--- src/rtl/hazard_scoreboard_pkg.sv ---
// Shared types and helpers for the hazard scoreboard.
// Optional build macro: HAZ_PERF_CNT_EN adds saturating stall counters.
package hazard_pkg;

   // Operand select encoding shared by the D and E forwarding muxes
   typedef enum logic [1:0] {
      FWD_RF = 2'b00,
      FWD_W  = 2'b01,
      FWD_M  = 2'b10
   } fwd_sel_t;

   // Multiply/divide sequencer states
   typedef enum logic [1:0] {
      IDLE = 2'b00,
      BUSY = 2'b01,
      DONE = 2'b10
   } mdu_state_t;

   // Increment that sticks at all-ones instead of wrapping
   function automatic logic [31:0] satInc(input logic [31:0] v);
      return (v == 32'hFFFF_FFFF) ? v : v + 32'd1;
   endfunction

endpackage

--- src/rtl/hazard_scoreboard_mdu_seq.sv ---
// Multiply/divide sequencer: holds E while a multi-cycle op runs,
// then pulses done for one cycle with E released.
module mdu_seq
   import hazard_pkg::*;
#(
   parameter int DIV_LAT = 32,
   parameter int MUL_LAT = 1
) (
   input  logic clk,
   input  logic rst,
   input  logic start,
   input  logic is_div,
   input  logic flush,
   output logic stall,
   output logic busy,
   output logic done
);

   localparam int MAX_LAT = (DIV_LAT > MUL_LAT) ? DIV_LAT : MUL_LAT;
   localparam int CW      = $clog2(MAX_LAT + 1);

   mdu_state_t    state_q;
   logic [CW-1:0] count_q;

   // State and down-counter; a flush abandons the op and clears the count
   always_ff @(posedge clk or posedge rst) begin
      if (rst) begin
         state_q <= IDLE;
         count_q <= '0;
      end else if (flush) begin
         state_q <= IDLE;
         count_q <= '0;
      end else begin
         case (state_q)
            IDLE: begin
               if (start) begin
                  state_q <= BUSY;
                  count_q <= is_div ? CW'(DIV_LAT - 1) : CW'(MUL_LAT - 1);
               end
            end
            BUSY: begin
               if (count_q == '0) begin
                  state_q <= DONE;
               end else begin
                  count_q <= count_q - 1'b1;
               end
            end
            DONE: begin
               state_q <= IDLE;
            end
            default: begin
               state_q <= IDLE;
               count_q <= '0;
            end
         endcase
      end
   end

   // E holds on the start cycle and through BUSY; the DONE cycle releases it
   always_comb begin
      stall = !flush && (((state_q == IDLE) && start) || (state_q == BUSY));
      busy  = (state_q != IDLE);
      done  = (state_q == DONE) && !flush;
   end

endmodule

--- src/rtl/hazard_scoreboard.sv ---
// Hazard unit for the 5-stage pipeline: forwarding selects, load/branch
// stalls, multi-cycle mult/div hold and exception flush.
// Optional build macro: HAZ_PERF_CNT_EN adds perf_* stall counters.
module hazard_scoreboard
   import hazard_pkg::*;
#(
   parameter int REG_AW   = 5,
   parameter int LOAD_LAT = 1,
   parameter int DIV_LAT  = 32,
   parameter int MUL_LAT  = 1
) (
   input  logic              clk,
   input  logic              rst,
   input  logic [REG_AW-1:0] rsD,
   input  logic [REG_AW-1:0] rtD,
   input  logic              branchD,
   input  logic              jrD,
   input  logic [REG_AW-1:0] rsE,
   input  logic [REG_AW-1:0] rtE,
   input  logic [REG_AW-1:0] writeregE,
   input  logic              regwriteE,
   input  logic              memtoregE,
   input  logic              mdu_startE,
   input  logic              mdu_is_divE,
   input  logic [REG_AW-1:0] writeregM,
   input  logic              regwriteM,
   input  logic              memtoregM,
   input  logic [REG_AW-1:0] writeregW,
   input  logic              regwriteW,
   input  logic              flush_exc,
   output logic [1:0]        forwardaD,
   output logic [1:0]        forwardbD,
   output logic [1:0]        forwardaE,
   output logic [1:0]        forwardbE,
   output logic              stallF,
   output logic              stallD,
   output logic              stallE,
   output logic              flushD,
   output logic              flushE,
   output logic              flushM,
   output logic              mdu_busy,
   output logic              mdu_done
`ifdef HAZ_PERF_CNT_EN
   ,
   output logic [31:0]       perf_ld_stall,
   output logic [31:0]       perf_br_stall,
   output logic [31:0]       perf_mdu_stall
`endif
);

   logic lwStall;
   logic brStall;
   logic jrStall;
   logic hazStall;
   logic mduStall;

   // Register 0 is hardwired, so it never creates a dependency
   function automatic logic regHit(input logic [REG_AW-1:0] a, input logic [REG_AW-1:0] b);
      return (a != '0) && (a == b);
   endfunction

   function automatic fwd_sel_t fwdSel(input logic [REG_AW-1:0] src,
                                       input logic              mEn,
                                       input logic [REG_AW-1:0] mReg,
                                       input logic              wEn,
                                       input logic [REG_AW-1:0] wReg);
      if (mEn && regHit(src, mReg)) return FWD_M;
      if (wEn && regHit(src, wReg)) return FWD_W;
      return FWD_RF;
   endfunction

   mdu_seq #(
      .DIV_LAT(DIV_LAT),
      .MUL_LAT(MUL_LAT)
   ) u_mdu_seq (
      .clk   (clk),
      .rst   (rst),
      .start (mdu_startE),
      .is_div(mdu_is_divE),
      .flush (flush_exc),
      .stall (mduStall),
      .busy  (mdu_busy),
      .done  (mdu_done)
   );

   // Forward selects; a load in M has no data yet so D cannot take it
   always_comb begin
      forwardaE = fwdSel(rsE, regwriteM, writeregM, regwriteW, writeregW);
      forwardbE = fwdSel(rtE, regwriteM, writeregM, regwriteW, writeregW);
      forwardaD = fwdSel(rsD, regwriteM && !memtoregM, writeregM, regwriteW, writeregW);
      forwardbD = fwdSel(rtD, regwriteM && !memtoregM, writeregM, regwriteW, writeregW);
   end

   // Data hazards that require D to wait
   always_comb begin
      lwStall = memtoregE && (regHit(rtE, rsD) || regHit(rtE, rtD));
      if (LOAD_LAT == 2) begin
         lwStall = lwStall || (memtoregM && (regHit(writeregM, rsD) || regHit(writeregM, rtD)));
      end
      brStall = branchD &&
                ((regwriteE && (regHit(writeregE, rsD) || regHit(writeregE, rtD))) ||
                 (memtoregM && (regHit(writeregM, rsD) || regHit(writeregM, rtD))));
      jrStall = jrD &&
                ((regwriteE && regHit(writeregE, rsD)) ||
                 (memtoregM && regHit(writeregM, rsD)));
      hazStall = lwStall || brStall || jrStall;
   end

   // Stall and flush outputs; an exception flush overrides every stall
   always_comb begin
      stallE = mduStall;
      stallD = !flush_exc && (hazStall || mduStall);
      stallF = stallD;
      flushD = flush_exc;
      flushE = flush_exc || (hazStall && !mduStall);
      flushM = flush_exc;
   end

`ifdef HAZ_PERF_CNT_EN
   logic [31:0] perfLd_q, perfLd_d;
   logic [31:0] perfBr_q, perfBr_d;
   logic [31:0] perfMdu_q, perfMdu_d;

   // Next counter values; cycles under an exception flush are not counted
   always_comb begin
      perfLd_d  = perfLd_q;
      perfBr_d  = perfBr_q;
      perfMdu_d = perfMdu_q;
      if (!flush_exc) begin
         if (lwStall)             perfLd_d  = satInc(perfLd_q);
         if (brStall || jrStall)  perfBr_d  = satInc(perfBr_q);
         if (mduStall)            perfMdu_d = satInc(perfMdu_q);
      end
   end

   // Counter registers
   always_ff @(posedge clk or posedge rst) begin
      if (rst) begin
         perfLd_q  <= '0;
         perfBr_q  <= '0;
         perfMdu_q <= '0;
      end else begin
         perfLd_q  <= perfLd_d;
         perfBr_q  <= perfBr_d;
         perfMdu_q <= perfMdu_d;
      end
   end

   assign perf_ld_stall  = perfLd_q;
   assign perf_br_stall  = perfBr_q;
   assign perf_mdu_stall = perfMdu_q;
`endif

endmodule

--- config.mk ---
export PLATFORM = sky130hd
export DESIGN_NAME = hazard_scoreboard
export DESIGN_NICKNAME = d
export VERILOG_FILES = /design/src/rtl/hazard_scoreboard_pkg.sv /design/src/rtl/hazard_scoreboard_mdu_seq.sv /design/src/rtl/hazard_scoreboard.sv
export SDC_FILE = /design/constraint.sdc
export NUM_CORES = 1
export LEC_CHECK = 0
export CORE_ASPECT_RATIO = 0.7
export CORE_UTILIZATION = 40
export CTS_BUF_LIST = sky130_fd_sc_hd__clkbuf_16
export CTS_CLUSTER_SIZE = 10
export DETAILED_ROUTE_END_ITERATION = 12
export GPL_ROUTABILITY_DRIVEN = 0
export PLACE_DENSITY = 0.82
export SLEW_MARGIN = 20
export SYNTH_ARGS = -nofsm -noshare
export SYNTH_HDL_FRONTEND = slang
export SYNTH_HIERARCHICAL = 1
export SYNTH_SLANG_ARGS = --single-unit
--- constraint.sdc ---
create_clock -name clk -period 4.1 [get_ports clk]
set_input_delay 0.82 -clock clk [delete_from_list [all_inputs] [get_ports clk]]
set_output_delay 0.82 -clock clk [all_outputs]
set_load 0.05 [all_outputs]
# Yosys cells after proc, flatten, opt, wreduce, memory -nomap -nowiden
# Index checks and enable logic that the tools add are counted.
# word_totals
reg_bits	8
latch_bits	0
ramBits	0
mem_bits_ro	0
input_bits	47
memories	0
# op_classes
add_sub_neg	1
n_mul	0
div	0
order_cmp	0
n_eq_ne	20
shifts	0
muxes	37
n_bitwise	0
reduce_logical	59
# ops
op	count
equality test 5 bit	14
two-way mux 2 bit	19
logical AND 1 bit	35
nonzero test 5 bit	6
two-way mux 6 bit	3
case mux 6 bit (3 select lines)	1
two-way mux 1 bit	12
logical OR 1 bit	10
logical NOT 6 bit	1
!= test 3 bit (second input constant)	2
subtractor 6 x 1 -> 6 bit (second input constant)	1
two-way mux 5 bit	1
case mux 2 bit (2 select lines)	1
logical NOT 1 bit	3
!= test 3 x 2 -> 1 bit (second input constant)	1
AND reduction 3 bit	1
equality test 2 x 1 -> 1 bit (second input constant)	1
equality test 2 bit (second input constant)	1
logical NOT 2 bit	1
!= test 2 bit (second input constant)	1
AND reduction 2 bit	1
nonzero test 2 bit	1

# Longest topological paths before layout
# Gate-level depths: netlist of the first run.
# depth
word_depth	10
depth_mapped	8
depth_no_buf	6

# Hierarchy
# Netlist of the first run, hierarchy kept.
# by_module_without_submodules
mod	instances	cells_per_inst	area_per_inst_um2
hazard_scoreboard	1	143	1067.3
mdu_seq	1	52	511.7

# Worst setup path before layout of the first run
# No wires, ideal clock.
# synth_timing
path_type	input to output
startpoint	in writeregM[3]
endpoint	out forwardaE[0]
t_arrival_ns	3.511
required_time_ns	3.280
path_slack_ns	-0.231
path_stages	5
path_cell_list	clkbuf_1 -> xnor2_1 -> nand4_1 -> nor4_1 -> nor4_1
# synth_between
elab_chain_len	5
# synth_rtl
item	line_no	text
from (decl)	hazard_scoreboard.sv:25	input logic [REG_AW-1:0] writeregM,
equality test 5 bit	hazard_scoreboard.sv:59	return (a != '0) && (a == b);
logical AND 1 bit	hazard_scoreboard.sv:59	
logical AND 1 bit	hazard_scoreboard.sv:67	if (mEn && regHit(src, mReg)) return FWD_M;
two-way mux 1 bit	hazard_scoreboard.sv:67	
two-way mux 2 bit	hazard_scoreboard.sv:68	if (wEn && regHit(src, wReg)) return FWD_W;
to (decl)	hazard_scoreboard.sv:33	output logic [1:0] forwardaE,
# Every way passes these cells.

# Worst setup path in the final report of the first run
# layout_timing
startpoint	in rtE[3]
endpoint	out forwardbE[1]
# layout_between
elab_chain_len	7
# layout_rtl
item	line_no	text
from (decl)	hazard_scoreboard.sv:19	input logic [REG_AW-1:0] rtE,
equality test 5 bit / nonzero test 5 bit (equally long branches)	hazard_scoreboard.sv:59	
logical AND 1 bit	hazard_scoreboard.sv:59	
logical AND 1 bit	hazard_scoreboard.sv:68	
two-way mux 1 bit (2 in series)	hazard_scoreboard.sv:68	
two-way mux 2 bit	hazard_scoreboard.sv:69	return FWD_RF;
two-way mux 2 bit (*)	hazard_scoreboard.sv:68	
to (decl)	hazard_scoreboard.sv:34	output logic [1:0] forwardbE,
# Every way passes the cells marked *; elsewhere a longest branch is shown, timed or not. The select of a mux whose other input is x is not followed.

==> summary.md, run 1 <==
### Yosys
• 6 — total number of yosys warnings
• xnor2_1 — most common cell in the synthesized netlist
• 26.4% — basic-gate share of the synthesized area counting and, or, nand and nor cells
• 8.10 sq um — Avg Cell Area, Syn
• 13.9% — fraction of the mapped netlist area in compound gates
• xnor2_1, xor2_1, clkbuf_1 — top post-synthesis cells by count
• 0% — mux contribution to synthesized area
• 48 — count of different cell masters after synthesis
• xnor2_1 — cell type with the largest total area after synthesis
• 0.00158 sq mm — mapped cell area
• 0 — EDFF count, synth
• 195 — synthesized instance count
• 100% — fraction of registers with async set/reset
• dfrtp_1 — most instantiated flip-flop cell in the synthesis netlist
• 22.7% — top cell type's share of synthesized area
• 244 — syn_nets
• 33.3% — XOR/XNOR Fraction of Synth Area
• XOR/XNOR gates — combinational family with the most area after synthesis
• 8 — register bit count reported by yosys
• 12.7% — sequential cell area fraction in the yosys report
• xnor2_1, dfrtp_1, xor2_1 — top cells by area in the synthesized netlist
• 1.58% — adder-cell area share of the yosys netlist

### Cells and area
• 61.2% — final standard cell utilization of the core
• 327 — number of fill cells
• 286 — net total in the final layout
• 41.4% — Area Overhead vs Synth
• 14.5% — share of post-route cells with drive strength above 1
• 200 sq um — area taken by flip-flops and latches
• 0.00119 sq mm — multi-input combinational cell area
• 0 — ant diodes

### Global route
• 0 — antenna violations before repair
• 7.89 mm — first-pass GRT wire length
• 1,591 — vias in the first global route
• met2 — Top Usage Layer GRT
• 3.50% — global routing met3 resource utilization
• 34.6% — met1 layer usage reported by global route
• 24.9% — GRT Total Usage
• 0 — aggregate global routing overflow
• 12 — maximum number of pins on one net before global-route repair
• 40.2% — met2 routing resource usage after global routing

### Die
• 63 — IO Count
• 0.00421 sq mm — Die Outline Area
• 18 — number of standard-cell rows in the floorplan
• 0.00365 sq mm — Core Box Area
• 54.6 um — y dimension of the die
• 43.3% — starting utilization of the core area
• 77.1 um — die outline width

### STA
• 0 — # setup viols final
• 263 MHz — highest achievable clock rate
• 0 ns — post-route setup TNS
• 3.80 ns — minimum clock period after layout
• 0.00352 ns — setup clock skew after layout
• no — RSZ-0062 raised after global routing
• 0.502 ns — transition time at the pin with the least slew margin
• 0 — number of max-slew violations in the final report
• 66.4% — worst max-slew margin expressed relative to the limit
• 0.296 ns — post-route setup slack
• 0 — number of hold violations in the final report
• 92.8% — post-route fraction of the period consumed by the critical path

### Worst setup path
• output port — Worst Setup End Kind
• buffers and inverters — cell family with most CP delay
• 2 — CP bufs+invs
• input port to output port — start-to-end type of the worst setup path
• clkdlybuf4s50_1 — highest-delay cell along the critical path
• input port — critical path launch point type
• clkdlybuf4s50_1 -> or4_4 -> nor2_4 -> nor4_2 -> clkdlybuf4s50_1 — cells along the critical path
• 2.34 ns — register-to-register path setup slack
• u_mdu_seq/count_q[3] — startpoint of the worst-slack reg-to-reg timing path
• 2.98 ns — arrival time at the worst endpoint
• 3.28 ns — Crit path required time
• 5 — peak fanout along the critical path
• 0.87 ns — Slowest Stage Delay on Critical Path
• clkdlybuf4s50_1 — crit-path most repeated cell
• 4 — worst reg2reg path depth
• u_mdu_seq/count_q[5] — FF-to-FF End

### Power and ir drop
• 0.184 mV — largest voltage drop on the vdd net
• 20.1% — Sequential Power Share
• 273 mW/mm^2 — P per Cell Area
• 52.9% — portion of total power attributed to combinational logic
• 39.2% — switch share
• 0.806 nW — leakage power figure
• 27.1% — relative contribution of the clock network to total power
• 0.000371 W — Power Internal
• 0.000239 W — Switching Power

### Detailed routing
• 0 — remaining routing DRC violations
• 5.60 — average vias per placed instance
• 0 — antenna violation net count after detailed routing
• 1,595 — total vias in the final route
• 170 — Detailed Route Iter0 Violations
• 4.86 mm — final wirelength
• 17.1 um — WL/cell
• 4 — detailed-routing iteration count for the pre-antenna-repair pass

### Clocking
• 0.23 ns — clock latency on the worst-skew pair
• 1 — count of H-tree levels built during CTS
• 0 — CTS-repair resized insts
• 0 — number of hold buffers added after CTS
• 8 — total clock sinks
• 0.04 ns — clock slew at reported path FFs
• clkbuf_16 — clock tree root buffer cell
• 3 — number of clock buffers inserted by TritonCTS
• yes — TritonCTS clock tree
• 0 — Setup Fix Bufs, Post-CTS
• 2 — clock buffer depth

### Worst hold path
• u_mdu_seq/count_q[4] — origin of the worst min-delay path
• flip-flop to flip-flop — class of the most critical hold timing path
• u_mdu_seq/count_q[4] — endpoint of the worst hold path
• 1 — Worst Hold Depth

### Placed design
• 4.02 mm — detailed placement HPWL
• 62 — number of buffers added on ports
• 0.292 ns — worst slack at placement

### Status
• complete, no violations — run status

### Run
• 0 — maxcap violations

==> power by group through the flow <==
stage	registers [W]	clock network [W]	logic (W)
global placement	0.000120	0	0.000308
global route	0.000124	0.000174	0.000347
finish	0.000122	0.000165	0.000323
detailed placement	0.000121	0	0.000315
floorplan	0.000110	0	0.000225
CTS	0.000121	0.000168	0.000320
==> final cells by class <==
type | instances | area share (%)
well taps | 50 | 2.80
clock buffers | 3 | 3.36
multi-input cells | 152 | 53.5
inverters | 6 | 1.01
flip-flops and latches | 8 | 8.97
repair buffers | 66 | 30.4
==> worst max-delay path by stage <==
stage	endpoint	depth (start not counted)	slack (ns)	start
after floorplan	forwardaE[0]	4	0.07	rsE[1]
after global placement	forwardbE[1]	5	0.42	rtE[2]
after detailed placement	forwardbE[1]	5	0.29	rtE[3]
after CTS	forwardbE[1]	5	0.29	rtE[3]
after global routing	forwardbE[1]	5	0.22	rtE[3]
final	forwardbE[1]	5	0.30	rtE[3]
==> stage by stage <==
stage	hold slack, ns	total power [W]	std cells	instance area [sq um]
CTS	0.530	0.000609	285	2230
floorplan	0.494	0.000335	195	1590
global placement	0.512	0.000428	282	2160
detailed placement	0.521	0.000437	282	2160
global route	0.571	0.000645	285	2230
finish	0.529	0.000610	285	2230
==> placed cells by master, fill, tap and decap left out, drive strengths merged, types with 2 or more instances in the layout <==
cell / n
clkdlybuf4s50: 53
xnor2: 41
xor2: 19
buf: 13
o21ai: 11
nor4: 9
dfrtp: 8
nor2: 8
nand4: 7
nand2: 7
nor3: 7
inv: 6
or4: 6
nand2b: 4
a31oi: 3
nand3: 3
clkbuf: 3
or2: 2
o31ai: 2
a32o: 2
a22o: 2
ha: 2
or3: 2
==> registers in the layout (all words and copies together), names as in the netlist <==
| register | count |
|---|---|
| u_mdu_seq/count_q | 6 |
| u_mdu_seq/state_q | 2 |
==> logic make-up (layout without fill, tap and decap cells) <==
logic type	Yosys count	after routing
AO/OA/AOI/OAI	31	31
XOR/XNOR	60	60
adder cells (fa/ha/maj)	2	2
buffers and inverters	35	75
flip-flops	8	8
AND/OR/NAND/NOR	59	59
==> metal layers <==
layer	part of all wire [%]	vias to the layer above	wire length [um]
met5	0	-	0
met4	1.9	0	91
met3	7.6	10	367
met2	43	84	2100
met1	47	748	2300
li1	-	753	-
No activity file was read; power rests on OpenSTA's default activity.
==> run 2, diff against run 1 <==
CORE_MARGIN = 4   (was unset)
==> summary.md, run 2 (synthesis results as in run 1) <==
### Die
• 18 — number of standard-cell rows in the floorplan
• 60.6 um — y dimension of the die
• 43.3% — starting utilization of the core area
• 63 — IO Count
• 83.1 um — die outline width
• 0.00365 sq mm — Core Box Area
• 0.00503 sq mm — Die Outline Area

### STA
• 3.75 ns — minimum clock period after layout
• no — RSZ-0062 raised after global routing
• 267 MHz — highest achievable clock rate
• 0.353 ns — post-route setup slack
• 0 — number of max-slew violations in the final report
• 65.6% — worst max-slew margin expressed relative to the limit
• 0.00192 ns — setup clock skew after layout
• 91.4% — post-route fraction of the period consumed by the critical path
• 0 — number of hold violations in the final report
• 0 — # setup viols final
• 0.514 ns — transition time at the pin with the least slew margin
• 0 ns — post-route setup TNS

### Worst setup path
• 2.93 ns — arrival time at the worst endpoint
• clkdlybuf4s50_1 -> or4_4 -> nor2_4 -> nor4_2 -> clkdlybuf4s50_1 — cells along the critical path
• clkdlybuf4s50_1 — highest-delay cell along the critical path
• 5 — peak fanout along the critical path
• input port to output port — start-to-end type of the worst setup path
• 0.86 ns — Slowest Stage Delay on Critical Path
• 3.28 ns — Crit path required time
• 2.37 ns — register-to-register path setup slack
• clkdlybuf4s50_1 — crit-path most repeated cell
• 2 — CP bufs+invs
• buffers and inverters — cell family with most CP delay
• output port — Worst Setup End Kind
• input port — critical path launch point type

### Placed design
• 62 — number of buffers added on ports
• 0.346 ns — worst slack at placement
• 282 — # placed instances
• 4.02 mm — detailed placement HPWL
• 0.00216 sq mm — total placed instance area

### Global route
• 1,463 — vias in the first global route
• 0 — aggregate global routing overflow
• 19.2% — GRT Total Usage
• 0 — antenna violations before repair
• 12 — maximum number of pins on one net before global-route repair
• 7.51 mm — first-pass GRT wire length

### Clocking
• 0 — number of hold buffers added after CTS
• clkbuf_16 — clock tree root buffer cell
• 0 — Setup Fix Bufs, Post-CTS
• 1 — count of H-tree levels built during CTS
• 8 — total clock sinks
• yes — TritonCTS clock tree
• 0 — CTS-repair resized insts
• 0.23 ns — clock latency on the worst-skew pair
• 3 — number of clock buffers inserted by TritonCTS
• 2 — clock buffer depth
• 0.04 ns — clock slew at reported path FFs

### Status
• complete, no violations — run status

### Cells and area
• 286 — net total in the final layout
• 321 — number of fill cells
• 14.5% — share of post-route cells with drive strength above 1
• clkdlybuf4s50_1, xnor2_1, xor2_1 — leading cell types in the layout, fill and taps excluded
• 0.00223 sq mm — fin area
• u_mdu_seq/count_q — register containing the most flip-flops in the final layout
• clkdlybuf4s50_1 — most frequent standard cell in the layout excluding fill and tap cells
• 0 — ant diodes
• 41.4% — Area Overhead vs Synth
• 285 — filler-free cell count of the finished design
• 6 — max FFs per register
• u_mdu_seq/count_q (6), u_mdu_seq/state_q (2) — registers with the most flip-flops

### Worst hold path
• flip-flop to flip-flop — class of the most critical hold timing path

### Run
• 0 — maxcap violations

### Power and ir drop
• 0.806 nW — leakage power figure
• 270 mW/mm^2 — P per Cell Area
• 0.241 mV — largest voltage drop on the vdd net

### Detailed routing
• 1,593 — total vias in the final route
• 0 — remaining routing DRC violations
• 0 — antenna violation net count after detailed routing
• 4.68 mm — final wirelength
• 4 — detailed-routing iteration count for the pre-antenna-repair pass
• 206 — Detailed Route Iter0 Violations
• 16.4 um — WL/cell
• 5.59 — average vias per placed instance

-- run 2: layout make-up --
class	instances	area (sq um)	area share [%]
Sequential cell	8	200	8.97
Multi-Input combinational cell	152	1190	53.5
Inverter	6	22.5	1.01
Clock buffer	3	75.1	3.36
Timing Repair Buffer	66	678	30.4
Tap cell	50	62.6	2.80
-- run 2: final timing paths --
path                       cells past startpoint            startpoint                   end
setup / recovery                               5                rtE[1]          forwardbE[1]
hold / removal                                 1  u_mdu_seq/count_q[4]  u_mdu_seq/count_q[4]
setup reg to reg                               6  u_mdu_seq/count_q[0]  u_mdu_seq/count_q[3]
hold reg to reg                                1  u_mdu_seq/count_q[4]  u_mdu_seq/count_q[4]
max in group asynchronous                      2                   rst  u_mdu_seq/count_q[3]
min in group asynchronous                      2                   rst  u_mdu_seq/count_q[2]
-- run 2: metrics by stage --
stage | total power [W] | hold WS [ns] | utilization [%]
3_3_place_gp | 0.000428 | 0.515 | 59.1
3_5_place_dp | 0.000434 | 0.522 | 59.1
6_report | 0.000602 | 0.528 | 61.2
4_1_cts | 0.000600 | 0.530 | 61.2
2_1_floorplan | 0.000335 | 0.494 | -
5_1_grt | 0.000639 | 0.570 | 61.2
-- run 2: metal layers --
metal	track usage (%)	vias up	share of wire, %
met2	29.6	66	43
li1	-	756	-
met3	3.26	5	6.8
met4	4.66	0	0.96
met1	28.1	766	50
met5	0	-	0
-- run 2: where the power goes --
| part | leakage, nW | switching (W) | internal [W] |
|---|---|---|---|
| sequential | 0.106 | 0.0000249 | 0.0000964 |
| combinational | 0.663 | 0.000167 | 0.000148 |
| clock | 0.0370 | 0.0000389 | 0.000126 |
| total | 0.806 | 0.000231 | 0.000371 |
-- run 2: worst reg2reg max path: cells and delay by family (launching register included) --
| kind | cells | cell delay, ns |
|---|---|---|
| buffers and inverters | 1 | 0.09 |
| DFF | 1 | 0.43 |
| AOI/OAI and AO/OA | 1 | 0.34 |
| and+or+nand+nor | 3 | 0.54 |
| adders and majority gates | 1 | 0.21 |
==> run 3, diff against run 2 <==
SKIP_LAST_GASP = 1   (was unset)
clock period = 4.6 ns   (was 4.1 ns; I/O delays follow)
==> summary.md, run 3 (synthesis results as in run 1) <==
### Die
• 83.1 um — die outline width
• 60.6 um — y dimension of the die
• 0.00365 sq mm — Core Box Area
• 18 — number of standard-cell rows in the floorplan
• 63 — IO Count
• 43.3% — starting utilization of the core area
• 0.00503 sq mm — Die Outline Area

### STA
• 93.2% — post-route fraction of the period consumed by the critical path
• 4.29 ns — minimum clock period after layout
• 0 — number of max-slew violations in the final report
• 0.517 ns — transition time at the pin with the least slew margin
• 0 — number of hold violations in the final report
• 233 MHz — highest achievable clock rate
• no — RSZ-0062 raised after global routing
• 0.00417 ns — setup clock skew after layout
• 65.4% — worst max-slew margin expressed relative to the limit
• 0 ns — post-route setup TNS
• 0 — # setup viols final

### Power and ir drop
• 0.802 nW — leakage power figure
• 0.000536 W — overall power consumption
• 242 mW/mm^2 — P per Cell Area
• 0.145 mV — largest voltage drop on the vdd net

### Clocking
• 0 — Setup Fix Bufs, Post-CTS
• 0 — CTS-repair resized insts
• 0 — number of hold buffers added after CTS
• 1 — count of H-tree levels built during CTS
• 3 — number of clock buffers inserted by TritonCTS
• 2 — clock buffer depth
• 0.24 ns — clock latency on the worst-skew pair
• clkbuf_16 — clock tree root buffer cell
• yes — TritonCTS clock tree
• 8 — total clock sinks
• 0.04 ns — clock slew at reported path FFs

### Status
• complete, no violations — run status

### Worst setup path
• buffers and inverters — cell family with most CP delay
• 3.37 ns — arrival time at the worst endpoint
• input port — critical path launch point type
• clkdlybuf4s50_1 -> or4_4 -> nor2_4 -> nor4_2 -> nor4_2 -> clkdlybuf4s50_1 — cells along the critical path
• input port to output port — start-to-end type of the worst setup path
• 5 — peak fanout along the critical path
• 3.68 ns — Crit path required time
• clkdlybuf4s50_1 — highest-delay cell along the critical path
• 0.84 ns — Slowest Stage Delay on Critical Path
• 2 — CP bufs+invs
• output port — Worst Setup End Kind

### Detailed routing
• 4.71 mm — final wirelength
• 1,561 — total vias in the final route
• 102 — Detailed Route Iter0 Violations
• 0 — antenna violation net count after detailed routing
• 4 — detailed-routing iteration count for the pre-antenna-repair pass
• 0 — remaining routing DRC violations
• 5.40 — average vias per placed instance
• 16.3 um — WL/cell

### Cells and area
• 0 — ant diodes
• 40.5% — Area Overhead vs Synth
• 323 — number of fill cells
• u_mdu_seq/count_q (6), u_mdu_seq/state_q (2) — registers with the most flip-flops
• u_mdu_seq/count_q — register containing the most flip-flops in the final layout
• 290 — net total in the final layout
• 13.4% — share of post-route cells with drive strength above 1
• 60.8% — final standard cell utilization of the core
• clkdlybuf4s50_1, xnor2_1, xor2_1 — leading cell types in the layout, fill and taps excluded
• 6 — max FFs per register
• clkdlybuf4s50_1 — most frequent standard cell in the layout excluding fill and tap cells

### Placed design
• 3.98 mm — detailed placement HPWL
• 62 — number of buffers added on ports

### Global route
• 0 — aggregate global routing overflow
• 0 — antenna violations before repair
• 19.2% — GRT Total Usage
• 7.62 mm — first-pass GRT wire length
• 1,479 — vias in the first global route
• 13 — maximum number of pins on one net before global-route repair

### Run
• 0 — maxcap violations

### Worst hold path
• flip-flop to flip-flop — class of the most critical hold timing path

[run 3: worst paths after layout]
path                                           start                   end  slack (ns)  cells past startpoint
worst min-delay path            u_mdu_seq/count_q[4]  u_mdu_seq/count_q[4]        0.52                      1
min in group asynchronous                        rst  u_mdu_seq/count_q[1]        0.94                      2
worst max register to register  u_mdu_seq/count_q[3]  u_mdu_seq/count_q[5]        2.91                      4
worst max-delay path                          rtE[1]          forwardbE[0]        0.31                      6
worst min register to register  u_mdu_seq/count_q[4]  u_mdu_seq/count_q[4]        0.52                      1
max in group asynchronous                        rst  u_mdu_seq/state_q[1]        3.41                      2
[run 3: final cells by class]
cell class	count	area, sq um	share of cell area (%)
inverters	6	22.5	1.02
clock buffers	3	75.1	3.38
repair buffers	70	671	30.2
flip-flops and latches	8	200	9.02
multi-input cells	152	1190	53.5
well taps	50	62.6	2.82
[run 3: where the power goes]
group | switching, W | internal (W)
sequential | 0.0000222 | 0.0000859
combinational | 0.000148 | 0.000132
clock | 0.0000363 | 0.000112
[run 3: metrics by stage]
stage	hold WS (ns)	worst slack, ns	cells	cell area, sq um
floorplan	0.494	0.0693	195	1580
finish	0.524	0.315	289	2220
global placement	0.513	0.392	286	2140
global route	0.547	0.250	289	2220
detailed placement	0.521	0.324	286	2140
CTS	0.529	0.324	289	2220
[run 3: layer usage]
metal  track usage (%)  routed length (um)  vias to the layer above
met5                 0                   0                        -
met2              30.0                2020                       70
met1              27.5                2220                      717
met3              2.99                 405                       10
met4              6.06                  59                        0
li1                  -                   -                      764
==> edit, RTL diff (settings of run 3) <==
`DIV_LAT` is set to 32 in 2 places; all go to 64.
--- a/src/rtl/hazard_scoreboard_mdu_seq.sv
+++ b/src/rtl/hazard_scoreboard_mdu_seq.sv
@@ -3,7 +3,7 @@
 module mdu_seq
    import hazard_pkg::*;
 #(
-   parameter int DIV_LAT = 32,
+   parameter int DIV_LAT = 64,
    parameter int MUL_LAT = 1
 ) (
    input  logic clk,
--- a/src/rtl/hazard_scoreboard.sv
+++ b/src/rtl/hazard_scoreboard.sv
@@ -6,7 +6,7 @@
 #(
    parameter int REG_AW   = 5,
    parameter int LOAD_LAT = 1,
-   parameter int DIV_LAT  = 32,
+   parameter int DIV_LAT  = 64,
    parameter int MUL_LAT  = 1
 ) (
    input  logic              clk,
Formal check against the unedited RTL: same outputs for any inputs over 10 cycles, from zero or initial values and one cycle with rst high; that may be too few to reach the edited logic, so the function may still have changed.
==> edit against run 3 <==
- sequential cell count is 1 higher
- sequential share of layout area grew 0.89 points
- cell area up 2.4%
- final cell count increased by 3.8%
- synthesized area is 5.0% higher
- setup slack worse by 0.045 ns
- global-route usage decreased by 0.36 points
- clock power barely moved
- wire length rose by 4.0%
- power increased by 0.38%
- fmax down 1.0%
- core utilization decreased by 3.2 points
- register-to-register slack improved by 0.11 ns
- largest cell class unchanged
- largest power group unchanged
==> edit: results <==
synth:
  synth.top_cells.by_area: "xnor2_1 22%, dfrtp_1 14%, xor2_1 11%, nor4_2 3.8%, buf_6 3.4%"
  synthAdderAreaFrac_pct: 1.51
  syn_inst: 207
  synthesis.nets: 256
  yosys.area_share.xor_xnor_pct: 32.2
  yosys.cell_types.count: 46
  synth_commonest_cells: "41 x xnor2_1, 20 x xor2_1, 12 x clkbuf_1"
  ys_seq_area_share_pct: 13.6
  synth_compound_area_share_pct: 13.4
  synth_warnings: 6
setup_path:
  r2r_end: "u_mdu_seq/count_q[4]$_DFFE_PP0P_"
  cp_max_fo: 5
  r2r_slack_ns: 3.02
  cp_slowest_cell: "clkdlybuf4s50_1"
  r2r_start: "u_mdu_seq/count_q[0]$_DFFE_PP0P_"
  reg2regPathDepth: 6
  cp_data_arrival_time_ns: 3.41
  cp_slowest_stage_delay_ns: 0.84
  crit_start: "rtE[3]"
  crit_end: "flushE"
drt:
  first_pass_iters: 4
  vias_per_cell: 5.37
  drt-met1-wl_microns: 2280
  wl_met2_microns: 2260
  drtIter0Drc: 117
  wl_per_cell_microns: 16.3
  routed_wl_microns: 4900
  dr_wl_met3_microns: 311
global_routing:
  grt_pass1_vias: 1563
  track_usage_pct: 18.9
  grt_util_met1_pct: 26.6
  grt_max_degree: 15
  grtUsageMet3_pct: 2.64
  grt_util_met2_pct: 31.3
  grt_pass1_wl_microns: 7790
timing:
  worstMarginPinSlew_ns: 0.504
  setup_slack_ns: 0.270
  fin_worst_skew_ns: 0.000284
  hold_slack_ns: 0.519
pwr:
  ir_drop_uv: 154
  leakage_uw: 0.000817
worst_hold_path:
  holdPathEnd: "u_mdu_seq/count_q[6]$_DFFE_PP0P_"
  min_from: "u_mdu_seq/count_q[6]$_DFFE_PP0P_"
  hold_class: "register to register"
cells_and_area:
  fill_cells: 385
  drive_gt1_share_pct: 13.3
  layout.nets: 298
  largestRegisters: "u_mdu_seq/count_q (7), u_mdu_seq/state_q (2)"
clock_tree:
  cts_setup_buffers: 0
  cts_resized: 0
  clock_path_buffers: 2
placement:
  hpwl_microns: 4250
  placed_cell_area_sq_mm: 0.00219
status:
  outcome: "complete, no violations"
[edit: cell count changes after synthesis, sizes merged, moves of 3 or more]
| cell | delta |
|---|---|
| nand2b | -3 |
| nand2 | +3 |
| a21oi | +5 |
| nor3 | +3 |
| nor2 | +3 |
[edit: layout make-up]
type | count | area, sq um | area share [%]
multi-input cells | 160 | 1220 | 53.7
inverters | 8 | 30.0 | 1.32
well taps | 52 | 65.1 | 2.86
clock inverters | 1 | 3.75 | 0.165
repair buffers | 67 | 653 | 28.7
clock buffers | 3 | 75.1 | 3.30
flip-flops and latches | 9 | 225 | 9.91
[edit: power by group]
| group | switching, uW | internal (uW) | leakage [uW] |
|---|---|---|---|
| sequential | 20.6 | 93.4 | 0.000120 |
| combinational | 150 | 126 | 0.000655 |
| clock | 35.7 | 113 | 0.0000423 |
| total | 206 | 332 | 0.000817 |
